[config.mk]
export PLATFORM = sky130hd
export DESIGN_NAME = seq_alu
export DESIGN_NICKNAME = d
export VERILOG_FILES = /design/src/rtl/seq_alu.sv
export SDC_FILE = /design/constraint.sdc
export NUM_CORES = 1
export LEC_CHECK = 0
export ABC_CLOCK_PERIOD_IN_PS = 3650
export BUFFER_PORTS_ARGS = -buffer_cell sky130_fd_sc_hd__buf_2
export CAP_MARGIN = 40
export CORE_MARGIN = 2
export CORE_UTILIZATION = 34
export CTS_CLUSTER_SIZE = 16
export DETAILED_ROUTE_END_ITERATION = 8
export MAX_ROUTING_LAYER = met4
export SLEW_MARGIN = 20
export SYNTH_ARGS = -nofsm -noshare
export SYNTH_HDL_FRONTEND = slang
export SYNTH_SLANG_ARGS = --single-unit
export TNS_END_PERCENT = 100
[constraint.sdc]
create_clock -name clock -period 3.65 [get_ports clock]
set_input_delay 0.365 -clock clock [delete_from_list [all_inputs] [get_ports clock]]
set_output_delay 0.365 -clock clock [all_outputs]
set_load 0.005 [all_outputs]
[src/rtl/seq_alu.sv]
// -----------------------------------------------------------------------------
// seq_alu -- sequential ALU with a multi-cycle shift-add multiplier, a
// restoring divider and a WIDTH-bit accumulator.
//
// A request is accepted only in IDLE when start is high.  op, A and B are
// latched on that edge, so later changes on the inputs cannot disturb the
// operation in flight.  Single-cycle ops complete on the next edge.  MUL and
// DIV/MOD need WIDTH iteration edges.  All outputs are registered.  done
// pulses for one cycle, and the result/flags are held until the next
// completion.
//
// Ports
//   clock      sole clock, rising-edge active
//   rst        asynchronous active-low reset
//   start      request pulse, sampled only in IDLE
//   op[3:0]    operation code, latched with start
//   A, B       unsigned operands, latched with start
//   result     primary result (modulo 2^WIDTH)
//   result_hi  MUL upper half, DIV/MOD remainder, A on divide-by-zero, else 0
//   busy       high while an operation is in flight
//   done       one-cycle completion pulse
//   overflow   carry / borrow / shifted-out MSB / non-zero MUL upper half
//   zero       result == 0
//   divz       divide-by-zero completion
// -----------------------------------------------------------------------------
module seq_alu #(
   parameter int WIDTH = 8
) (
   input  logic             clock,
   input  logic             rst,
   input  logic             start,
   input  logic [3:0]       op,
   input  logic [WIDTH-1:0] A,
   input  logic [WIDTH-1:0] B,
   output logic [WIDTH-1:0] result,
   output logic [WIDTH-1:0] result_hi,
   output logic             busy,
   output logic             done,
   output logic             overflow,
   output logic             zero,
   output logic             divz
);

   localparam int CW = $clog2(WIDTH);
   localparam logic [CW-1:0]      CNT_LAST = CW'(WIDTH - 1);
   localparam logic [CW-1:0]      CNT_ZERO = {CW{1'b0}};
   localparam logic [CW-1:0]      CNT_ONE  = {{(CW-1){1'b0}}, 1'b1};
   localparam logic [WIDTH-1:0]   ZERO     = {WIDTH{1'b0}};
   localparam logic [WIDTH-1:0]   ONE      = {{(WIDTH-1){1'b0}}, 1'b1};
   localparam logic [WIDTH-1:0]   ALL_ONES = {WIDTH{1'b1}};
   localparam logic [2*WIDTH-1:0] ZERO2W   = {(2*WIDTH){1'b0}};

   localparam logic [3:0] OP_INC_A = 4'd0;
   localparam logic [3:0] OP_INC_B = 4'd1;
   localparam logic [3:0] OP_SUB   = 4'd2;
   localparam logic [3:0] OP_ADD   = 4'd3;
   localparam logic [3:0] OP_MUL   = 4'd4;
   localparam logic [3:0] OP_SHR_A = 4'd5;
   localparam logic [3:0] OP_SHL_A = 4'd6;
   localparam logic [3:0] OP_SHR_B = 4'd7;
   localparam logic [3:0] OP_SHL_B = 4'd8;
   localparam logic [3:0] OP_MOD   = 4'd9;
   localparam logic [3:0] OP_AND   = 4'd10;
   localparam logic [3:0] OP_OR    = 4'd11;
   localparam logic [3:0] OP_XOR   = 4'd12;
   localparam logic [3:0] OP_DIV   = 4'd13;
   localparam logic [3:0] OP_ACC   = 4'd14;
   localparam logic [3:0] OP_CLR   = 4'd15;

   typedef enum logic [2:0] {
      S_IDLE = 3'd0,
      S_EXEC = 3'd1,
      S_MUL  = 3'd2,
      S_DIV  = 3'd3,
      S_FIN  = 3'd4
   } state_t;

   state_t             state_q, state_d;
   logic [3:0]         op_q, op_d;
   logic [WIDTH-1:0]   a_q, a_d;       // operand A; quotient shift register in DIV
   logic [WIDTH-1:0]   b_q, b_d;       // operand B; multiplier shift register in MUL
   logic [WIDTH-1:0]   acc_q, acc_d;
   logic [CW-1:0]      cnt_q, cnt_d;
   logic [2*WIDTH-1:0] prod_q, prod_d;
   logic [2*WIDTH-1:0] mcand_q, mcand_d;
   logic [WIDTH-1:0]   rem_q, rem_d;
   logic [WIDTH-1:0]   result_q, result_d;
   logic [WIDTH-1:0]   result_hi_q, result_hi_d;
   logic               busy_q, busy_d;
   logic               done_q, done_d;
   logic               overflow_q, overflow_d;
   logic               zero_q, zero_d;
   logic               divz_q, divz_d;

   // Single-cycle datapath
   logic [WIDTH:0]     sum_ab_s;
   logic [WIDTH:0]     diff_ab_s;
   logic [WIDTH:0]     acc_sum_s;
   logic [WIDTH-1:0]   exec_res_s;
   logic [WIDTH-1:0]   exec_hi_s;
   logic               exec_ovf_s;
   logic               exec_divz_s;
   logic [WIDTH-1:0]   exec_acc_s;

   // Iterative datapath
   logic [2*WIDTH-1:0] prod_step_s;
   logic [WIDTH:0]     rem_shift_s;
   logic [WIDTH-1:0]   rem_sub_s;
   logic               qbit_s;
   logic [WIDTH-1:0]   rem_next_s;
   logic [WIDTH-1:0]   quot_next_s;

   // Single-cycle ALU evaluated from the latched op/operands and the accumulator
   always_comb begin
      sum_ab_s    = {1'b0, a_q} + {1'b0, b_q};
      diff_ab_s   = {1'b0, a_q} - {1'b0, b_q};
      acc_sum_s   = {1'b0, acc_q} + {1'b0, a_q};
      exec_res_s  = ZERO;
      exec_hi_s   = ZERO;
      exec_ovf_s  = 1'b0;
      exec_divz_s = 1'b0;
      exec_acc_s  = acc_q;
      case (op_q)
         OP_INC_A: begin
            exec_res_s = a_q + ONE;
            exec_ovf_s = (a_q == ALL_ONES);
         end
         OP_INC_B: begin
            exec_res_s = b_q + ONE;
            exec_ovf_s = (b_q == ALL_ONES);
         end
         OP_SUB: begin
            exec_res_s = diff_ab_s[WIDTH-1:0];
            exec_ovf_s = diff_ab_s[WIDTH];   // borrow: A < B
         end
         OP_ADD: begin
            exec_res_s = sum_ab_s[WIDTH-1:0];
            exec_ovf_s = sum_ab_s[WIDTH];
         end
         OP_SHR_A: exec_res_s = {1'b0, a_q[WIDTH-1:1]};
         OP_SHL_A: begin
            exec_res_s = {a_q[WIDTH-2:0], 1'b0};
            exec_ovf_s = a_q[WIDTH-1];
         end
         OP_SHR_B: exec_res_s = {1'b0, b_q[WIDTH-1:1]};
         OP_SHL_B: begin
            exec_res_s = {b_q[WIDTH-2:0], 1'b0};
            exec_ovf_s = b_q[WIDTH-1];
         end
         // DIV/MOD reach the single-cycle path only when B == 0
         OP_MOD, OP_DIV: begin
            exec_res_s  = ALL_ONES;
            exec_hi_s   = a_q;
            exec_divz_s = 1'b1;
         end
         OP_AND: exec_res_s = a_q & b_q;
         OP_OR:  exec_res_s = a_q | b_q;
         OP_XOR: exec_res_s = a_q ^ b_q;
         OP_ACC: begin
            exec_res_s = acc_sum_s[WIDTH-1:0];
            exec_ovf_s = acc_sum_s[WIDTH];
            exec_acc_s = acc_sum_s[WIDTH-1:0];
         end
         OP_CLR: begin
            exec_res_s = ZERO;
            exec_acc_s = ZERO;
         end
         default: begin
            exec_res_s = ZERO;
         end
      endcase
   end

   // One shift-add partial product and one restoring-division quotient bit
   always_comb begin
      if (b_q[0]) begin
         prod_step_s = prod_q + mcand_q;
      end else begin
         prod_step_s = prod_q;
      end
      rem_shift_s = {rem_q, a_q[WIDTH-1]};
      qbit_s      = (rem_shift_s >= {1'b0, b_q});
      // When qbit_s is set the difference is below B, so WIDTH bits suffice
      rem_sub_s   = rem_shift_s[WIDTH-1:0] - b_q;
      if (qbit_s) begin
         rem_next_s = rem_sub_s;
      end else begin
         rem_next_s = rem_shift_s[WIDTH-1:0];
      end
      quot_next_s = {a_q[WIDTH-2:0], qbit_s};
   end

   // Next-state and next-output logic of the control FSM
   always_comb begin
      state_d     = state_q;
      op_d        = op_q;
      a_d         = a_q;
      b_d         = b_q;
      acc_d       = acc_q;
      cnt_d       = cnt_q;
      prod_d      = prod_q;
      mcand_d     = mcand_q;
      rem_d       = rem_q;
      result_d    = result_q;
      result_hi_d = result_hi_q;
      busy_d      = busy_q;
      done_d      = 1'b0;
      overflow_d  = overflow_q;
      zero_d      = zero_q;
      divz_d      = divz_q;
      case (state_q)
         S_IDLE: begin
            if (start) begin
               op_d    = op;
               a_d     = A;
               b_d     = B;
               cnt_d   = CNT_ZERO;
               prod_d  = ZERO2W;
               mcand_d = {ZERO, A};
               rem_d   = ZERO;
               busy_d  = 1'b1;
               if (op == OP_MUL) begin
                  state_d = S_MUL;
               end else if (((op == OP_MOD) || (op == OP_DIV)) && (B != ZERO)) begin
                  state_d = S_DIV;
               end else begin
                  state_d = S_EXEC;
               end
            end else begin
               state_d = S_IDLE;
            end
         end
         S_EXEC: begin
            result_d    = exec_res_s;
            result_hi_d = exec_hi_s;
            overflow_d  = exec_ovf_s;
            zero_d      = (exec_res_s == ZERO);
            divz_d      = exec_divz_s;
            acc_d       = exec_acc_s;
            busy_d      = 1'b0;
            done_d      = 1'b1;
            state_d     = S_FIN;
         end
         S_MUL: begin
            prod_d  = prod_step_s;
            mcand_d = {mcand_q[2*WIDTH-2:0], 1'b0};
            b_d     = {1'b0, b_q[WIDTH-1:1]};
            if (cnt_q == CNT_LAST) begin
               cnt_d       = CNT_ZERO;
               result_d    = prod_step_s[WIDTH-1:0];
               result_hi_d = prod_step_s[2*WIDTH-1:WIDTH];
               overflow_d  = (prod_step_s[2*WIDTH-1:WIDTH] != ZERO);
               zero_d      = (prod_step_s[WIDTH-1:0] == ZERO);
               divz_d      = 1'b0;
               busy_d      = 1'b0;
               done_d      = 1'b1;
               state_d     = S_FIN;
            end else begin
               cnt_d   = cnt_q + CNT_ONE;
               state_d = S_MUL;
            end
         end
         S_DIV: begin
            rem_d = rem_next_s;
            a_d   = quot_next_s;
            if (cnt_q == CNT_LAST) begin
               cnt_d = CNT_ZERO;
               if (op_q == OP_DIV) begin
                  result_d = quot_next_s;
                  zero_d   = (quot_next_s == ZERO);
               end else begin
                  result_d = rem_next_s;
                  zero_d   = (rem_next_s == ZERO);
               end
               result_hi_d = rem_next_s;
               overflow_d  = 1'b0;
               divz_d      = 1'b0;
               busy_d      = 1'b0;
               done_d      = 1'b1;
               state_d     = S_FIN;
            end else begin
               cnt_d   = cnt_q + CNT_ONE;
               state_d = S_DIV;
            end
         end
         // A start seen here is dropped; the requester must retry in IDLE
         S_FIN: begin
            state_d = S_IDLE;
         end
         default: begin
            busy_d  = 1'b0;
            state_d = S_IDLE;
         end
      endcase
   end

   // State, datapath and output registers with asynchronous reset
   always_ff @(posedge clock or negedge rst) begin
      if (!rst) begin
         state_q     <= S_IDLE;
         op_q        <= 4'd0;
         a_q         <= ZERO;
         b_q         <= ZERO;
         acc_q       <= ZERO;
         cnt_q       <= CNT_ZERO;
         prod_q      <= ZERO2W;
         mcand_q     <= ZERO2W;
         rem_q       <= ZERO;
         result_q    <= ZERO;
         result_hi_q <= ZERO;
         busy_q      <= 1'b0;
         done_q      <= 1'b0;
         overflow_q  <= 1'b0;
         zero_q      <= 1'b0;
         divz_q      <= 1'b0;
      end else begin
         state_q     <= state_d;
         op_q        <= op_d;
         a_q         <= a_d;
         b_q         <= b_d;
         acc_q       <= acc_d;
         cnt_q       <= cnt_d;
         prod_q      <= prod_d;
         mcand_q     <= mcand_d;
         rem_q       <= rem_d;
         result_q    <= result_d;
         result_hi_q <= result_hi_d;
         busy_q      <= busy_d;
         done_q      <= done_d;
         overflow_q  <= overflow_d;
         zero_q      <= zero_d;
         divz_q      <= divz_d;
      end
   end

   assign result    = result_q;
   assign result_hi = result_hi_q;
   assign busy      = busy_q;
   assign done      = done_q;
   assign overflow  = overflow_q;
   assign zero      = zero_q;
   assign divz      = divz_q;

endmodule
==> results of run 1 <==
Yosys cell counts (all sizes together), types with 22 or more instances:
| master | number | area (sq um) |
|---|---|---|
| a31oi | 26 | 163 |
| nor3 | 24 | 120 |
| nor2 | 86 | 323 |
| a21oi | 81 | 405 |
| mux2i | 22 | 220 |
| inv | 42 | 158 |
| dfrtp | 95 | 2380 |
| o21ai | 63 | 315 |
| nand2 | 86 | 323 |
| ha | 58 | 726 |
| clkbuf | 43 | 161 |
| a21o | 26 | 195 |
cell usage in the layout, fill, tap and decap left out, types with 11 or more instances in the layout:
master and n:
and2_1 11, nand3_1 21, nor4_1 11, a21o_1 26, mux2i_1 22, nor3_1 23
a31oi_1 26, a21oi_1 81, inv_1 41, dfrtp_1 95, o21ai_0 58, buf_2 42
a22o_1 15, nor2_1 84, xnor2_1 21, a211oi_1 21, nand2_1 86, nand2b_1 19
ha_1 58, buf_4 42
report_power, final:
group          internal, W  switching [W]  total (W)
sequential         0.00148       0.000405    0.00188
combinational      0.00245        0.00396    0.00641
clock             0.000484       0.000491   0.000975
total              0.00441        0.00486    0.00927
sequential cells by signal, summed over array words and instances (netlist names):
signal,flops
op_q,4
busy,1
prod_q,16
result,8
b_q,8
state_q,3
rem_q,8
zero,1
overflow,1
a_q,8
acc_q,8
done,1
cnt_q,3
result_hi,8
divz,1
mcand_q,16
per-stage QoR:
stage / hold slack (ns) / cell area [sq um]
2_1_floorplan: 0.0694 / 7970
3_5_place_dp: 0.464 / 8660
3_3_place_gp: 0.460 / 8650
6_report: 0.0532 / 8970
4_1_cts: 0.0764 / 8970
5_1_grt: 0.104 / 8970
cells by family after synthesis:
family | count (synthesis) | synth area share
fa+ha+maj | 63 | 0.104
xor+xnor | 27 | 0.0297
compound gates | 334 | 0.277
buf+inv | 104 | 0.0518
simple gates | 323 | 0.206
flops | 95 | 0.298
mux | 26 | 0.0333
area by class of cell:
type	count	area (sq um)
Clock buffer	9	225
Clock inverter	7	77.6
Fill cell	2451	14300
Inverter	43	161
Multi-Input combinational cell	773	5190
Sequential cell	95	2380
Tap cell	319	399
Timing Repair Buffer	85	541
metal layers:
layer / vias to the layer above / share of wire / track usage
met5: - / 0 / -
met2: 319 / 0.43 / 0.326
met4: 0 / 0.045 / 0.0996
met3: 85 / 0.069 / 0.0344
met1: 3682 / 0.46 / 0.308
li1: 3682 / - / -
final timing paths:
kind,depth (start not counted),slack [ns],endpoint,startpoint
hold reg to reg,2,0.49,acc_q[3]$_DFFE_PN0P_,acc_q[3]$_DFFE_PN0P_
min in group clock,3,0.22,op_q[2]$_DFFE_PN0P_,op[2]
max in group asynchronous,2,2.75,prod_q[9]$_DFFE_PN0P_,rst
hold / removal,1,0.05,state_q[1]$_DFF_PN0_,rst
setup reg to reg,10,0.20,result[1]$_DFFE_PN0P_,b_q[3]$_DFFE_PN0P_
setup / recovery,10,0.20,result[1]$_DFFE_PN0P_,b_q[3]$_DFFE_PN0P_
==> impl_metrics.csv, run 1 <==
group,metric,value,unit
cts,cts_tree,"done",
placement,io_buffers,43,
sta,setup_ws,0.201,ns
sta,worst_pin_slew,0.875,ns
setup_path,crit_path_end_kind,"flip-flop",
yosys,synth_ff_type,"dfrtp_1",
yosys,ys_seq_area_frac,0.298,
setup_path,cp_top_family,"compound AO/OA/AOI/OAI gates",
worst_hold_path,min_path_type,"in -> async",
cts,cts_buffers,9,
die,dieArea,24700,sq um
setup_path,path_cells,"inv_1 -> ha_1 -> and3_1 -> a311oi_1 -> nand3_1 -> a311o_1 -> mux2i_1 -> o21ai_0 -> a221oi_1 -> a21oi_1",
final_layout,final_util,0.385,
power,p_total,0.00927,W
cts,cts_buffer_depth,2,
detailed_routing,routed_wl,26500,microns
cts,post_cts_buffers,0,
yosys,netlist_area,7970,sq um
die,core.rowCount,56,
cts,cts_resized,0,
cts,clock_latency,0.37,ns
setup_path,path_max_fanout,17,
run,cap_violations,0,
yosys,async_flop_share,1.00,
detailed_routing,drtPass1Iterations,5,
setup_path,max_stage_delay,0.60,ns
setup_path,crit_buf_inv,1,
detailed_routing,drc,0,
yosys,synth.distinct_cells,79,
detailed_routing,via_count,7768,
sta,relSlewSlack,0.415,
sta,period_needed,3.45,ns
die,fp.dieH,157,microns
placement,hpwl,20000,microns
yosys,ys_warn_count,0,
setup_path,crit_type,"reg -> reg",
setup_path,cp.arrival,3.69,ns
cts,htreeDepth,3,
die,initial_core_util,0.342,
global_route,grt_max_degree,56,
yosys,synth_area_per_cell,8.20,sq um
final_layout,layout-drive-gt1-share,0.116,
cts,cts.sinks,95,
global_route,antenna_found_initial,0,
power,p_leak,3.99,nW
global_route,grt_use_total,0.224,
sta,skew,0.0139,ns
detailed_routing,avgViaCountPerCell,5.84,
sta,min_period_over_period,0.945,
detailed_routing,postRouteAntennaNets,0,
detailed_routing,drtIter0Drc,811,
placement,gp_congestion,0.987,
cts,clock-root-buffer,"clkbuf_16",
sta,slew_violations,0,
outcome,status,"completed",
cts,hold_buffers,0,
final_layout,antenna_cells,0,
setup_path,startpoint_type,"flip-flop",
die,core-area,23300,sq um
yosys,syn_nets,1058,
power,power.density,1030,nW/um^2
power,ir_drop,340,uV
final_layout,nNetsFinal,1093,
global_route,overflow,0,
global_route,grt_first_pass_wirelength,41500,microns
sta,finalHoldViolations,0,
die,dieWidth,157,microns
setup_path,required,3.89,ns
global_route,grt_pass1_vias,7265,
yosys,synthCells,972,
yosys,synth_seq_cells,95,
die,io_pins,44,
sta,fin_tns_setup,0,ns
cts,path_clk_slew,0.08,ns
detailed_routing,wl_per_cell,19.9,microns
final_layout,final_cells,1331,
sta,rsz0062_at_grt,"false",
final_layout,area_growth_syn_to_layout,12.6,%
sta,finalSetupViolations,0,
yosys,synth-edff-count,0,
sta,timing.fmax,290,MHz
placement,place_ws,0.232,ns
setup_path,cp_slowest_cell,"a311o_1",
placement,dp_cells,1315,
Power figures use the tool's default switching activity.
==> run 2: changes to the inputs <==
Settings changed: ABC_AREA set to 1.
==> run 2 against run 1 <==
Net effect: final cell count rose by 14%; final area fell by 1.5%; total power down 0.59%; synthesized cell count increased by 22%; worst setup slack improved by 0.39 ns; critical path type unchanged.
==> impl_metrics.csv, run 2 <==
group,metric,value,unit
outcome,status,"completed",
placement,postPlaceCellArea,8440,sq um
detailed_routing,drc,0,
yosys,synthCells,1181,
yosys,synth_area_leaders,"dfrtp_1 (30%), nand2_1 (15%), ha_1 (9.2%)",
yosys,synth_top_cell_by_area,"dfrtp_1",
final_layout,antenna_cells,0,
die,initial_core_util,0.347,
yosys,synth.distinct_cells,41,
die,core-area,22700,sq um
placement,hpwl,21600,microns
setup_path,rr_startpoint,"a_q[1]$_DFFE_PN0P_",
final_layout,final_common_cell,"nand2_1",
cts,clock-root-buffer,"clkbuf_16",
final_layout,nNetsFinal,1307,
cts,cts_buffers,9,
yosys,yosysMostFrequentCell,"nand2_1",
global_route,grt_first_pass_wirelength,43000,microns
setup_path,reg2regPathDepth,17,
die,dieWidth,156,microns
yosys,synth_simple_gate_area_frac,0.338,
final_layout,ff_latch_area,2380,sq um
power,p_leak,4.43,nW
cts,cts_resized,0,
cts,cts.sinks,95,
global_route,overflow,0,
detailed_routing,drtPass1Iterations,5,
global_route,grt_max_degree,57,
sta,finalHoldViolations,0,
setup_path,critPathLaunch,"a_q[1]$_DFFE_PN0P_",
final_layout,final_area,8830,sq um
yosys,synth_commonest_cells,"nand2_1 (306), inv_1 (146), nor2_1 (125), nand3_1 (112), dfrtp_1 (95)",
final_layout,final_cell_mix,"nand2_1 (306), inv_1 (146), nor2_1 (125), nand3_1 (112), dfrtp_1 (95)",
yosys,synth_ff_type,"dfrtp_1",
die,dieArea,24400,sq um
setup_path,cp.arrival,3.35,ns
sta,rsz0062_at_grt,"false",
setup_path,required,3.94,ns
setup_path,r2r_end,"zero$_DFFE_PN0P_",
global_route,grt_pass1_vias,7533,
setup_path,startpoint_type,"flip-flop",
detailed_routing,wl_per_cell,18.2,microns
yosys,muxShareOfSynthArea,0,
final_layout,reg.largest.list,"mcand_q: 16 flops, prod_q: 16 flops",
power,ir_drop,365,uV
yosys,synth-edff-count,0,
setup_path,crit_path_end_kind,"flip-flop",
yosys,synth_top_family_by_area,"simple AND/OR/NAND/NOR gates",
detailed_routing,via_count,8117,
yosys,ys_seq_area_frac,0.302,
final_layout,layout-drive-gt1-share,0.0954,
power,power.density,1040,nW/um^2
yosys,synth_area_per_cell,6.68,sq um
yosys,async_flop_share,1.00,
cts,cts_buffer_depth,2,
detailed_routing,postRouteAntennaNets,0,
sta,min_period_over_period,0.838,
placement,gp_congestion,0.981,
global_route,grt_use_total,0.236,
cts,cts_tree,"done",
yosys,syn_nets,1267,
global_route,antenna_found_initial,0,
cts,clock_latency,0.37,ns
setup_path,ff2ff_setup_slack,0.59,ns
yosys,ys_warn_count,0,
die,io_pins,44,
sta,slew_violations,0,
die,fp.dieH,156,microns
sta,skew,0.0132,ns
cts,path_clk_slew,0.08,ns
detailed_routing,drtIter0Drc,711,
yosys,synth_xor_area_frac,0.00778,
sta,timing.fmax,327,MHz
final_layout,multi_input_area,4790,sq um
placement,io_buffers,43,
placement,place_ws,0.640,ns
sta,fin_tns_setup,0,ns
yosys,netlist_area,7880,sq um
sta,finalSetupViolations,0,
yosys,synth_compound_area_frac,0.156,
yosys,synthAdderAreaFrac,0.105,
sta,setup_ws,0.592,ns
detailed_routing,avgViaCountPerCell,5.37,
yosys,synth_seq_cells,95,
cts,htreeDepth,3,
sta,worst_pin_slew,0.665,ns
setup_path,crit_type,"reg -> reg",
run,cap_violations,0,
sta,period_needed,3.06,ns
final_layout,nFillCells,2443,
sta,relSlewSlack,0.555,
die,core.rowCount,55,
setup_path,path_max_fanout,9,
final_layout,area_growth_syn_to_layout,12.0,%
yosys,netlist.area_leader.share,0.302,
worst_hold_path,min_path_type,"in -> reg",
detailed_routing,routed_wl,27500,microns
setup_path,cp-endpoint,"zero$_DFFE_PN0P_",
==> run 2: cell count changes after synthesis, moves of 20 or more <==
cell	change
a21oi_1	-24
nor2_1	+39
a21o_1	-25
nand2_1	+220
a211oi_1	-21
clkbuf_1	-20
nand3_1	+91
o22ai_1	+21
inv_1	+105
nand4_1	+26
mux2i_1	-22
==> run 2: final cells by class <==
class,instances,share of cell area
well taps,285,0.0404
clock buffers,9,0.0255
repair buffers,62,0.0433
multi-input cells,900,0.542
clock inverters,7,0.0143
flip-flops and latches,95,0.269
inverters,153,0.0650
==> run 2: logic make-up after synthesis <==
group,count (synthesis)
AOI/OAI and AO/OA,214
xor gates and xnor gates,7
adders and majority gates,63
buffers and inverters,186
DFF,95
and+or+nand+nor,616
==> run 2: worst min-delay path by stage <==
stage,startpoint,to,slack [ns],depth (start not counted)
after floorplan,rst,a_q[0]$_DFFE_PN0P_,0.07,0
after global placement,busy$_DFFE_PN0P_,busy$_DFFE_PN0P_,0.45,2
after detailed placement,busy$_DFFE_PN0P_,busy$_DFFE_PN0P_,0.46,2
after CTS,rst,acc_q[7]$_DFFE_PN0P_,0.11,1
after global routing,op[2],op_q[2]$_DFFE_PN0P_,0.30,3
final,op[1],op_q[1]$_DFFE_PN0P_,0.28,3
==> run 2: critical path, cell delays in order (launching register included) <==
cell	delay (ns)
dfrtp_1	0.61
inv_1	0.37
fa_1	0.55
inv_1	0.13
nand3_1	0.10
nand2_1	0.13
nand2_1	0.06
nand3_1	0.08
nand2_1	0.05
inv_1	0.05
nand3_1	0.16
nor2_2	0.18
nand3_1	0.14
nor2_1	0.12
nand2_1	0.06
nand2_1	0.05
nor2_1	0.04
nor2_1	0.10
==> run 2: what timing repair did <==
action | 4_1_cts | 5_1_grt
hold buffers | 0 | 1
hold endpoints to repair | 0 | 4
setup endpoints to repair | 0 | 0
setup buffers | 0 | 0
==> run 2: report_power, final <==
part | internal, W | switching (W)
logic | 0.00195 | 0.00421
clock network | 0.000681 | 0.000474
registers | 0.00148 | 0.000413
==> run 2: layer usage <==
metal | part of all wire | GRT usage | up-vias | routed length, microns
met1 | 0.48 | 0.332 | 3838 | 13100
met3 | 0.058 | 0.0327 | 29 | 1610
met5 | 0 | - | - | 0
li1 | - | - | 4008 | -
met4 | 0.018 | 0.0590 | 0 | 492
met2 | 0.45 | 0.360 | 242 | 12300
==> run 2: stage by stage <==
stage          utilization  std cells  total power, W  hold slack (ns)
2_1_floorplan            -       1181         0.00615           0.0694
3_3_place_gp         0.372       1493         0.00799            0.454
3_5_place_dp         0.372       1493         0.00795            0.459
4_1_cts              0.387       1509         0.00914            0.107
5_1_grt              0.389       1511          0.0101            0.301
6_report             0.389       1511         0.00921            0.281
==> run 3: changes to the inputs <==
Settings changed: ABC_CLOCK_PERIOD_IN_PS 3650 to 2500.
Clock period 3.65 ns to 2.5 ns, I/O delays scaled along.
==> run 3 against run 2 <==
Net effect: the run now ends with negative setup slack left; sequential share of layout area shrank 1.9 points; via count up 5.0%; count of clock-buffer cells in the layout is the same; maximum frequency is 22% higher; critical path type unchanged.
==> impl_metrics.csv, run 3 (synthesized netlist as in run 2, its figures left out) <==
group,metric,value,unit
placement,gp_congestion,1.01,
setup_path,cp.arrival,2.81,ns
cts,cts_buffers,9,
sta,finalSetupViolations,1,
global_route,antenna_found_initial,0,
cts,cts_buffer_depth,2,
final_layout,final_area,9500,sq um
die,fp.dieH,156,microns
final_layout,nFillCells,2382,
cts,path_clk_slew,0.08,ns
final_layout,reg.largest.list,"mcand_q: 16 flops, prod_q: 16 flops",
sta,slew_violations,0,
sta,min_period_over_period,1.00,
sta,fin_hold_ws,0.170,ns
sta,setup_ws,-0.0118,ns
cts,cts.sinks,95,
die,dieArea,24400,sq um
sta,timing.fmax,398,MHz
cts,clock-root-buffer,"clkbuf_16",
final_layout,area_growth_syn_to_layout,20.6,%
final_layout,final_common_cell,"nand2_1",
final_layout,multi_input_area,4890,sq um
final_layout,layout-drive-gt1-share,0.170,
sta,period_needed,2.51,ns
final_layout,final_cells,1589,
global_route,overflow,0,
cts,clock_latency,0.37,ns
setup_path,required,2.80,ns
power,p_leak,4.80,nW
detailed_routing,avgViaCountPerCell,5.37,
die,initial_core_util,0.347,
detailed_routing,drc,0,
detailed_routing,via_count,8525,
detailed_routing,drtPass1Iterations,5,
final_layout,final_cell_mix,"nand2_1 (304), inv_1 (143), nor2_1 (124), nand3_1 (109), buf_4 (94)",
sta,finalHoldViolations,0,
sta,skew,0.0122,ns
detailed_routing,drtIter0Drc,784,
outcome,status,"complete, but fails checks",
final_layout,nNetsFinal,1385,
power,power.density,1560,nW/um^2
placement,dp_cells,1563,
setup_path,startpoint_type,"flip-flop",
setup_path,rr_startpoint,"a_q[0]$_DFFE_PN0P_",
cts,cts_tree,"done",
setup_path,crit_path_end_kind,"flip-flop",
detailed_routing,wl_per_cell,18.0,microns
die,core-area,22700,sq um
power,ir_drop,576,uV
die,io_pins,44,
sta,rsz0062_at_grt,"true",
setup_path,path_max_fanout,5,
final_layout,antenna_cells,0,
setup_path,crit_type,"reg -> reg",
detailed_routing,postRouteAntennaNets,0,
detailed_routing,routed_wl,28500,microns
global_route,grt_first_pass_wirelength,45100,microns
sta,worst_pin_slew,0.484,ns
placement,postPlaceCellArea,9010,sq um
die,dieWidth,156,microns
placement,hpwl,22800,microns
sta,relSlewSlack,0.677,
global_route,grt_use_total,0.246,
final_layout,ff_latch_area,2380,sq um
die,core.rowCount,55,
run,cap_violations,0,
worst_hold_path,hold_start,"op[1]",
setup_path,critPathLaunch,"a_q[0]$_DFFE_PN0P_",
worst_hold_path,min_path_type,"in -> reg",
outcome,violations,"negative setup slack",
placement,io_buffers,43,
cts,htreeDepth,3,
global_route,grt_pass1_vias,8268,
global_route,grt_max_degree,41,
## run 3: changes by cell type in the layout (fill, tap and decap cells not counted), moves of 4 or more
| cell | before | now |
|---|---|---|
| a21oi_1 | 57 | 52 |
| a21oi_2 | 0 | 5 |
| buf_4 | 18 | 94 |
| fa_1 | 5 | 1 |
| fa_2 | 0 | 4 |
| ha_1 | 58 | 52 |
## run 3: report_power, final
group	internal, W	total (W)	switching (W)	leakage [nW]
Clock	0.000800	0.00151	0.000708	0.154
Sequential	0.00216	0.00273	0.000571	1.20
Combinational	0.00392	0.0106	0.00667	3.44
## run 3: stage by stage
| step | TNS (ns) | setup slack [ns] | power, W | utilization |
|---|---|---|---|---|
| 2_1_floorplan | 0 | 0.290 | 0.00898 | - |
| 3_3_place_gp | -0.117 | -0.102 | 0.0127 | 0.397 |
| 3_5_place_dp | -0.0872 | -0.0816 | 0.0127 | 0.397 |
| 4_1_cts | 0 | 0.0111 | 0.0143 | 0.411 |
| 5_1_grt | -0.268 | -0.130 | 0.0161 | 0.419 |
| 6_report | -0.0118 | -0.0118 | 0.0148 | 0.419 |
## run 3: layout make-up
class / instances / area share
Multi-Input combinational cell: 900 / 0.515
Clock inverter: 7 / 0.00922
Sequential cell: 95 / 0.251
Clock buffer: 9 / 0.0237
Tap cell: 285 / 0.0375
Inverter: 153 / 0.0604
Timing Repair Buffer: 140 / 0.104
## run 3: critical path: stages, from the launching register on
cell      delay, ns
dfrtp_2        0.43
buf_4          0.13
inv_1          0.05
ha_2           0.20
fa_2           0.55
nand3b_1       0.10
nand2_1        0.05
nor2_1         0.10
nand2_1        0.07
nor2_1         0.11
nand3_1        0.09
nor2_2         0.14
nand3_1        0.10
nor2_1         0.09
nand2_1        0.06
nand2_1        0.05
nor2_1         0.04
nor2_1         0.08
## run 3: path summary, 6_finish.rpt
check | end | slack [ns] | cells after the start
worst max register to register | zero$_DFFE_PN0P_ | -0.01 | 17
worst min-delay path | op_q[1]$_DFFE_PN0P_ | 0.17 | 3
max in group asynchronous | a_q[4]$_DFFE_PN0P_ | 1.50 | 3
worst max-delay path | zero$_DFFE_PN0P_ | -0.01 | 17
min in group asynchronous | a_q[2]$_DFFE_PN0P_ | 0.36 | 2
worst min register to register | busy$_DFFE_PN0P_ | 0.47 | 2
## run 3: repair_timing
action,4_1_cts,5_1_grt
setup buffers,1,8
endpoints found under the setup margin,2,12
hold endpoints to repair,28,0
hold buffers,1,0
pin swaps,1,8
gates resized for setup,2,28
## run 3: per-layer routing
layer  vias up  global-route usage  part of all wire
met3        61              0.0471             0.071
met1      3992               0.331              0.47
met4         0              0.0961             0.034
met5         -                   -                 0
li1       4155                   -                 -
met2       317               0.363              0.43
